===== config.mk =====
export PLATFORM = sky130hd
export DESIGN_NAME = multicycle_ctrl
export DESIGN_NICKNAME = d
export VERILOG_FILES = /design/src/rtl/multicycle_ctrl.sv
export SDC_FILE = /design/constraint.sdc
export NUM_CORES = 1
export LEC_CHECK = 0
export ABC_AREA = 1
export CORE_ASPECT_RATIO = 0.75
export CORE_UTILIZATION = 44
export DETAILED_ROUTE_END_ITERATION = 12
export GPL_TIMING_DRIVEN = 0
export PLACE_DENSITY = 0.82
export REMOVE_ABC_BUFFERS = 1
export SYNTH_ARGS = -nofsm -noshare
export SYNTH_HDL_FRONTEND = slang
export SYNTH_SLANG_ARGS = --single-unit
export TNS_END_PERCENT = 20

===== constraint.sdc =====
create_clock -name clk -period 1.4 [get_ports clk]
set_input_delay 0.28 -clock clk [delete_from_list [all_inputs] [get_ports clk]]
set_output_delay 0.28 -clock clk [all_outputs]
set_load 0.1 [all_outputs]

===== src/rtl/multicycle_ctrl.sv =====
`default_nettype none
// ============================================================================
// Module   : multicycle_ctrl
// Purpose  : Multicycle control FSM for the RV32 subset datapath
//            (LW, SW, OP-IMM, BEQ, R-type). Optional MEM wait timeout is
//            enabled with the CTRL_MEM_TIMEOUT_EN macro.
// Revision : 1.0 - initial release
// ============================================================================
module multicycle_ctrl #(
    parameter logic [2:0] INITIAL_STATE = 3'd0,
    parameter logic [6:0] SW            = 7'b0100011,
    parameter logic [6:0] LW            = 7'b0000011,
    parameter logic [6:0] IMMEDIATE     = 7'b0010011,
    parameter logic [6:0] BEQ           = 7'b1100011,
    parameter logic [6:0] RR            = 7'b0110011,
    parameter int         MEM_TIMEOUT   = 8
) (
    input  logic        clk,
    input  logic        rst,
    input  logic [31:0] instr,
    input  logic        Zero,
    input  logic        dmem_ready,
    output logic        PCSrc,
    output logic        ALUSrc,
    output logic        RegWrite,
    output logic        MemToReg,
    output logic        loadPC,
    output logic [3:0]  ALUCtrl,
    output logic        MemRead,
    output logic        MemWrite,
    output logic        illegal,
    output logic        mem_err,
    output logic [2:0]  state,
    output logic [31:0] instr_cnt
);

    typedef enum logic [2:0] {
        S_IF  = 3'd0,
        S_ID  = 3'd1,
        S_EX  = 3'd2,
        S_MEM = 3'd3,
        S_WB  = 3'd4
    } state_t;

    localparam logic [3:0] c_ALU_AND = 4'b0000;
    localparam logic [3:0] c_ALU_OR  = 4'b0001;
    localparam logic [3:0] c_ALU_ADD = 4'b0010;
    localparam logic [3:0] c_ALU_SLL = 4'b0011;
    localparam logic [3:0] c_ALU_SRL = 4'b0100;
    localparam logic [3:0] c_ALU_SRA = 4'b0101;
    localparam logic [3:0] c_ALU_SUB = 4'b0110;
    localparam logic [3:0] c_ALU_SLT = 4'b0111;
    localparam logic [3:0] c_ALU_XOR = 4'b1000;

    state_t      r_state;
    state_t      w_next_state;
    logic [6:0]  r_opcode;
    logic [2:0]  r_funct3;
    logic [6:0]  r_funct7;
    logic [31:0] r_instr_cnt;

    logic        w_is_lw;
    logic        w_is_sw;
    logic        w_is_imm;
    logic        w_is_beq;
    logic        w_is_rr;
    logic        w_legal;
    logic        w_uses_imm;
    logic [3:0]  w_alu_dec;
    logic        w_timeout;
    logic        w_unused;

    assign w_is_lw    = (r_opcode == LW);
    assign w_is_sw    = (r_opcode == SW);
    assign w_is_imm   = (r_opcode == IMMEDIATE);
    assign w_is_beq   = (r_opcode == BEQ);
    assign w_is_rr    = (r_opcode == RR);
    assign w_legal    = w_is_lw | w_is_sw | w_is_imm | w_is_beq | w_is_rr;
    assign w_uses_imm = w_is_lw | w_is_sw | w_is_imm;

    // Register fields and the rest of the immediate live in the datapath.
    assign w_unused = ^{instr[24:15], instr[11:7], r_funct7[6], r_funct7[4:0]}
                      ^ (MEM_TIMEOUT == 0);

    assign state     = r_state;
    assign instr_cnt = r_instr_cnt;

    // State register
    always_ff @(posedge clk or posedge rst) begin
        if (rst) begin
            r_state <= state_t'(INITIAL_STATE);
        end else begin
            r_state <= w_next_state;
        end
    end

    // Instruction register: only the fields the control decode needs
    always_ff @(posedge clk or posedge rst) begin
        if (rst) begin
            r_opcode <= 7'd0;
            r_funct3 <= 3'd0;
            r_funct7 <= 7'd0;
        end else if (r_state == S_IF) begin
            r_opcode <= instr[6:0];
            r_funct3 <= instr[14:12];
            r_funct7 <= instr[31:25];
        end
    end

    always_ff @(posedge clk or posedge rst) begin
        if (rst) begin
            r_instr_cnt <= 32'd0;
        end else if (loadPC) begin
            r_instr_cnt <= r_instr_cnt + 32'd1;
        end
    end

`ifdef CTRL_MEM_TIMEOUT_EN
    logic [7:0] r_wait_cnt;

    // EX is the only path into MEM, so clearing there clears on entry.
    always_ff @(posedge clk or posedge rst) begin
        if (rst) begin
            r_wait_cnt <= 8'd0;
        end else if (r_state == S_EX) begin
            r_wait_cnt <= 8'd0;
        end else if ((r_state == S_MEM) && !dmem_ready) begin
            r_wait_cnt <= r_wait_cnt + 8'd1;
        end
    end

    assign w_timeout = (r_state == S_MEM) && !dmem_ready &&
                       (r_wait_cnt == 8'(MEM_TIMEOUT));
`else
    assign w_timeout = 1'b0;
`endif

    // ALU operation from the latched IR
    always_comb begin
        w_alu_dec = c_ALU_ADD;
        if (w_is_beq) begin
            w_alu_dec = c_ALU_SUB;
        end else if (w_is_rr || w_is_imm) begin
            case (r_funct3)
                3'b000:  w_alu_dec = (w_is_rr && r_funct7[5]) ? c_ALU_SUB : c_ALU_ADD;
                3'b111:  w_alu_dec = c_ALU_AND;
                3'b110:  w_alu_dec = c_ALU_OR;
                3'b100:  w_alu_dec = c_ALU_XOR;
                3'b010:  w_alu_dec = c_ALU_SLT;
                3'b001:  w_alu_dec = c_ALU_SLL;
                3'b101:  w_alu_dec = r_funct7[5] ? c_ALU_SRA : c_ALU_SRL;
                default: w_alu_dec = c_ALU_ADD;
            endcase
        end
    end

    // Next state and control outputs
    always_comb begin
        w_next_state = S_IF;
        PCSrc        = 1'b0;
        ALUSrc       = 1'b0;
        RegWrite     = 1'b0;
        MemToReg     = 1'b0;
        loadPC       = 1'b0;
        ALUCtrl      = c_ALU_ADD;
        MemRead      = 1'b0;
        MemWrite     = 1'b0;
        illegal      = 1'b0;
        mem_err      = 1'b0;

        case (r_state)
            S_IF: begin
                w_next_state = S_ID;
            end
            S_ID: begin
                if (w_legal) begin
                    w_next_state = S_EX;
                end else begin
                    loadPC       = 1'b1;
                    illegal      = 1'b1;
                    w_next_state = S_IF;
                end
            end
            S_EX: begin
                ALUSrc  = w_uses_imm;
                ALUCtrl = w_alu_dec;
                if (w_is_lw || w_is_sw) begin
                    w_next_state = S_MEM;
                end else if (w_is_beq) begin
                    loadPC       = 1'b1;
                    PCSrc        = Zero;
                    w_next_state = S_IF;
                end else if (w_is_rr || w_is_imm) begin
                    w_next_state = S_WB;
                end else begin
                    w_next_state = S_IF;
                end
            end
            S_MEM: begin
                ALUSrc  = w_uses_imm;
                ALUCtrl = w_alu_dec;
                if (w_timeout) begin
                    mem_err      = 1'b1;
                    loadPC       = 1'b1;
                    w_next_state = S_IF;
                end else begin
                    MemRead  = w_is_lw;
                    MemWrite = w_is_sw;
                    if (!dmem_ready) begin
                        w_next_state = S_MEM;
                    end else if (w_is_lw) begin
                        w_next_state = S_WB;
                    end else begin
                        loadPC       = 1'b1;
                        w_next_state = S_IF;
                    end
                end
            end
            S_WB: begin
                ALUSrc       = w_uses_imm;
                ALUCtrl      = w_alu_dec;
                RegWrite     = 1'b1;
                MemToReg     = w_is_lw;
                loadPC       = 1'b1;
                w_next_state = S_IF;
            end
            default: begin
                w_next_state = S_IF;
            end
        endcase
    end

endmodule
`default_nettype wire


==> metrics <==
startpoint type of the worst setup path=flip-flop; routability cong.=0.892; mux contribution to synthesized area=1.50%; layout cells sized above 1=27.5%; starting density of the core=46.7%; power density over the cells=1450 nW/um^2; DRC=0; width of the chip=97.5 microns; Clock transition at path regs=90 ps; status=finished, violations left; CP dominant cell by count=nand2_4; crit end category=primary output; Syn Inst Count=450; routed len/inst=16.3 microns; post-synthesis adder-cell area fraction=0.416%; Fmax achieved=0.473 GHz; Synth Area in Compound Gates=3.66%; static leakage=2.06 nW; Root Driver=clkbuf_8; post-synthesis simple-gate area fraction=44.8%; clk_lat worst skew=310 ps; RSZ-0062 raised after global routing=yes; xor/xnor share of the synthesized area=3.79%; antenna viol nets, final=0; Fill cells=543; ANT cells=0; hold slack final=238 ps; hold_buf cts=0; skew final=12.0 ps; CP max-delay cell=dfrtp_2; Worst Slack Setup Final=-716 ps; VDD IR max=0.903 mV; H-tree depth=2; dpl ws=-1810 ps; synthesized area=3010 sq um; final setup TNS=-20870 ps; main combinational cell family by area after synthesis=simple AND/OR/NAND/NOR gates; largest net degree at the start of global routing=34; Critical Path RT=1120 ps; CTS Sinks=46; Final min period=2120 ps; final WL=10000 microns; global-route wire length before repair=15300 microns; Worst R2R Setup Slack=-520 ps; Slowest Stage Delay on Critical Path=490 ps; Hold Fails Final Rpt=0; Die Area=7170 sq um; core footprint=6440 sq um; initial drt markers=253; cts bufs inserted=5; # IOs=84; count of cell types in the netlist=29; hpwl dp=5760 microns; MaxCap Viol Count=0; CTS tree=yes; max-slew violation count=0; worst min-delay path class=in2async; initial antenna violation count=0; num rows=25; via count=3279; routed vias/inst=5.32; CP max FO=6; Avg Cell Area, Syn=6.68 sq um; CP cell instances=nor3_1, nand2_4, nand2_2, nand2_4, inv_12, nand2_8, buf_12; GRT Overall Usage=28.0%; vias in the first global route=2978; number of setup violations in the final report=48; final worst path period share=151%; Max clock buf depth=2; Final Net Count=571; Die H=73.6 microns; overflow left after global routing=0; Seq/Total Area, Yosys=38.3%; first-pass iteration count of the detailed router=5; kind of critical path=reg2out; P&R area growth vs syn=43.6%; Crit path arrival time=1840 ps; IO buf count=61; #FFs+latches synth=46; Ys Warns=0; failing checks=negative setup slack
-- through the flow --
step	utilization (%)	power [mW]	instance area, sq um	instances
finish	67.0	6.28	4320	616
global route	67.0	6.53	4320	616
CTS	63.7	5.88	4100	612
detailed placement	56.9	4.35	3660	582
global placement	56.5	4.28	3640	581
floorplan	-	3.72	2930	439
-- timing repair --
action                                  in CTS  in global routing
gates resized for setup                    367                 50
gates cloned                                 3                  0
setup buffers                               19                 12
endpoints found under the setup margin      84                 74
pin swaps                                   13                  7
-- cells in the final DEF (no fill, tap or decap), types with 3 or more instances in the layout --
cell             netlist  layout
buf_12                 0      10
buf_6                  3      33
buf_4                  1      25
inv_2                  5       8
nor2_4                 5      11
nor2_2                 4       5
xnor2_1                4       4
nor2_1                59      53
a21oi_1                9       8
inv_1                 34      29
clkdlybuf4s50_1        0      14
clkbuf_8               0       6
xor2_1                 9       9
nand3_2                0       3
nand3_1               53      49
nand2_2                5      10
nand2_4                2       7
dfrtp_1               46      39
nand2_1              184     173
dfrtp_2                0       7
mux2_2                 4       4
-- synth_stat cells (all sizes together) --
| cell | number | area share (%) |
|---|---|---|
| nand2 | 191 | 25 |
| nor2 | 68 | 10 |
| nand3 | 53 | 8.8 |
| dfrtp | 46 | 38 |
| inv | 39 | 4.9 |
| buf | 11 | 2.5 |
| a21oi | 10 | 2.0 |
| xor2 | 9 | 2.6 |
| mux2 | 4 | 1.5 |
| xnor2 | 4 | 1.2 |
| nor3 | 3 | 0.50 |
| nand3b | 2 | 0.50 |
| o21ai | 2 | 0.33 |
| a211oi | 1 | 0.25 |
| a21boi | 1 | 0.25 |
| conb | 1 | 0.12 |
| ha | 1 | 0.42 |
| nor4 | 1 | 0.21 |
| o211ai | 1 | 0.25 |
| o21bai | 1 | 0.25 |
| o221ai | 1 | 0.29 |
-- worst max-delay path, delay by kind of cell, from the launching register on --
family                 cells  cell delay (ps)
buffers and inverters      2              250
DFF                        1              490
and+or+nand+nor            5              780
-- routing by layer --
layer / wire length (microns) / up-vias / global-route usage, % / part of all wire (%)
met2: 4710 / 166 / 46.4 / 47
li1: - / 1568 / - / -
met1: 4150 / 1528 / 38.0 / 41
met5: 0 / - / 0 / 0
met4: 189 / 0 / 10.3 / 1.9
met3: 978 / 17 / 3.90 / 9.8
-- power by group --
part / switching (mW) / leakage (nW) / total [mW] / internal [mW]
Sequential: 0.356 / 0.596 / 1.95 / 1.59
Combinational: 2.34 / 1.41 / 3.46 / 1.12
Clock: 0.470 / 0.0482 / 0.870 / 0.400
Total: 3.17 / 2.06 / 6.28 / 3.11
-- worst paths after layout --
| path | depth (start not counted) | to | start |
|---|---|---|---|
| min in group clk | 2 | r_opcode[3] | r_opcode[3] |
| max in group asynchronous | 3 | instr_cnt[0] | rst |
| setup reg to reg | 9 | instr_cnt[5] | r_opcode[5] |
| hold reg to reg | 2 | r_opcode[3] | r_opcode[3] |
| setup / recovery | 7 | loadPC | r_opcode[5] |
| hold / removal | 2 | instr_cnt[9] | rst |
-- layout make-up --
| cell class | instances | area, sq um | area share, % |
|---|---|---|---|
| repair buffers | 85 | 935 | 21.6 |
| multi-input cells | 356 | 1850 | 42.9 |
| well taps | 81 | 101 | 2.35 |
| repair inverters | 1 | 11.3 | 0.261 |
| clock buffers | 7 | 86.3 | 2.00 |
| clock inverters | 1 | 5.00 | 0.116 |
| inverters | 39 | 166 | 3.85 |
| flip-flops and latches | 46 | 1160 | 26.9 |
-- cell families (layout without fill, tap and decap cells) --
logic type / Yosys count / after routing
multiplexers: 4 / 4
other: 1 / 1
flip-flops: 46 / 46
XOR/XNOR: 13 / 13
adder cells (fa/ha/maj): 1 / 1
AND/OR/NAND/NOR: 318 / 320
AO/OA/AOI/OAI: 17 / 17
buffers and inverters: 50 / 133
-- registers in the layout (all words and copies together), names as in the netlist --
register,count
instr_cnt,32
r_opcode,7
r_funct3,3
state,3
r_funct7,1
Power figures use the tool's default switching activity.
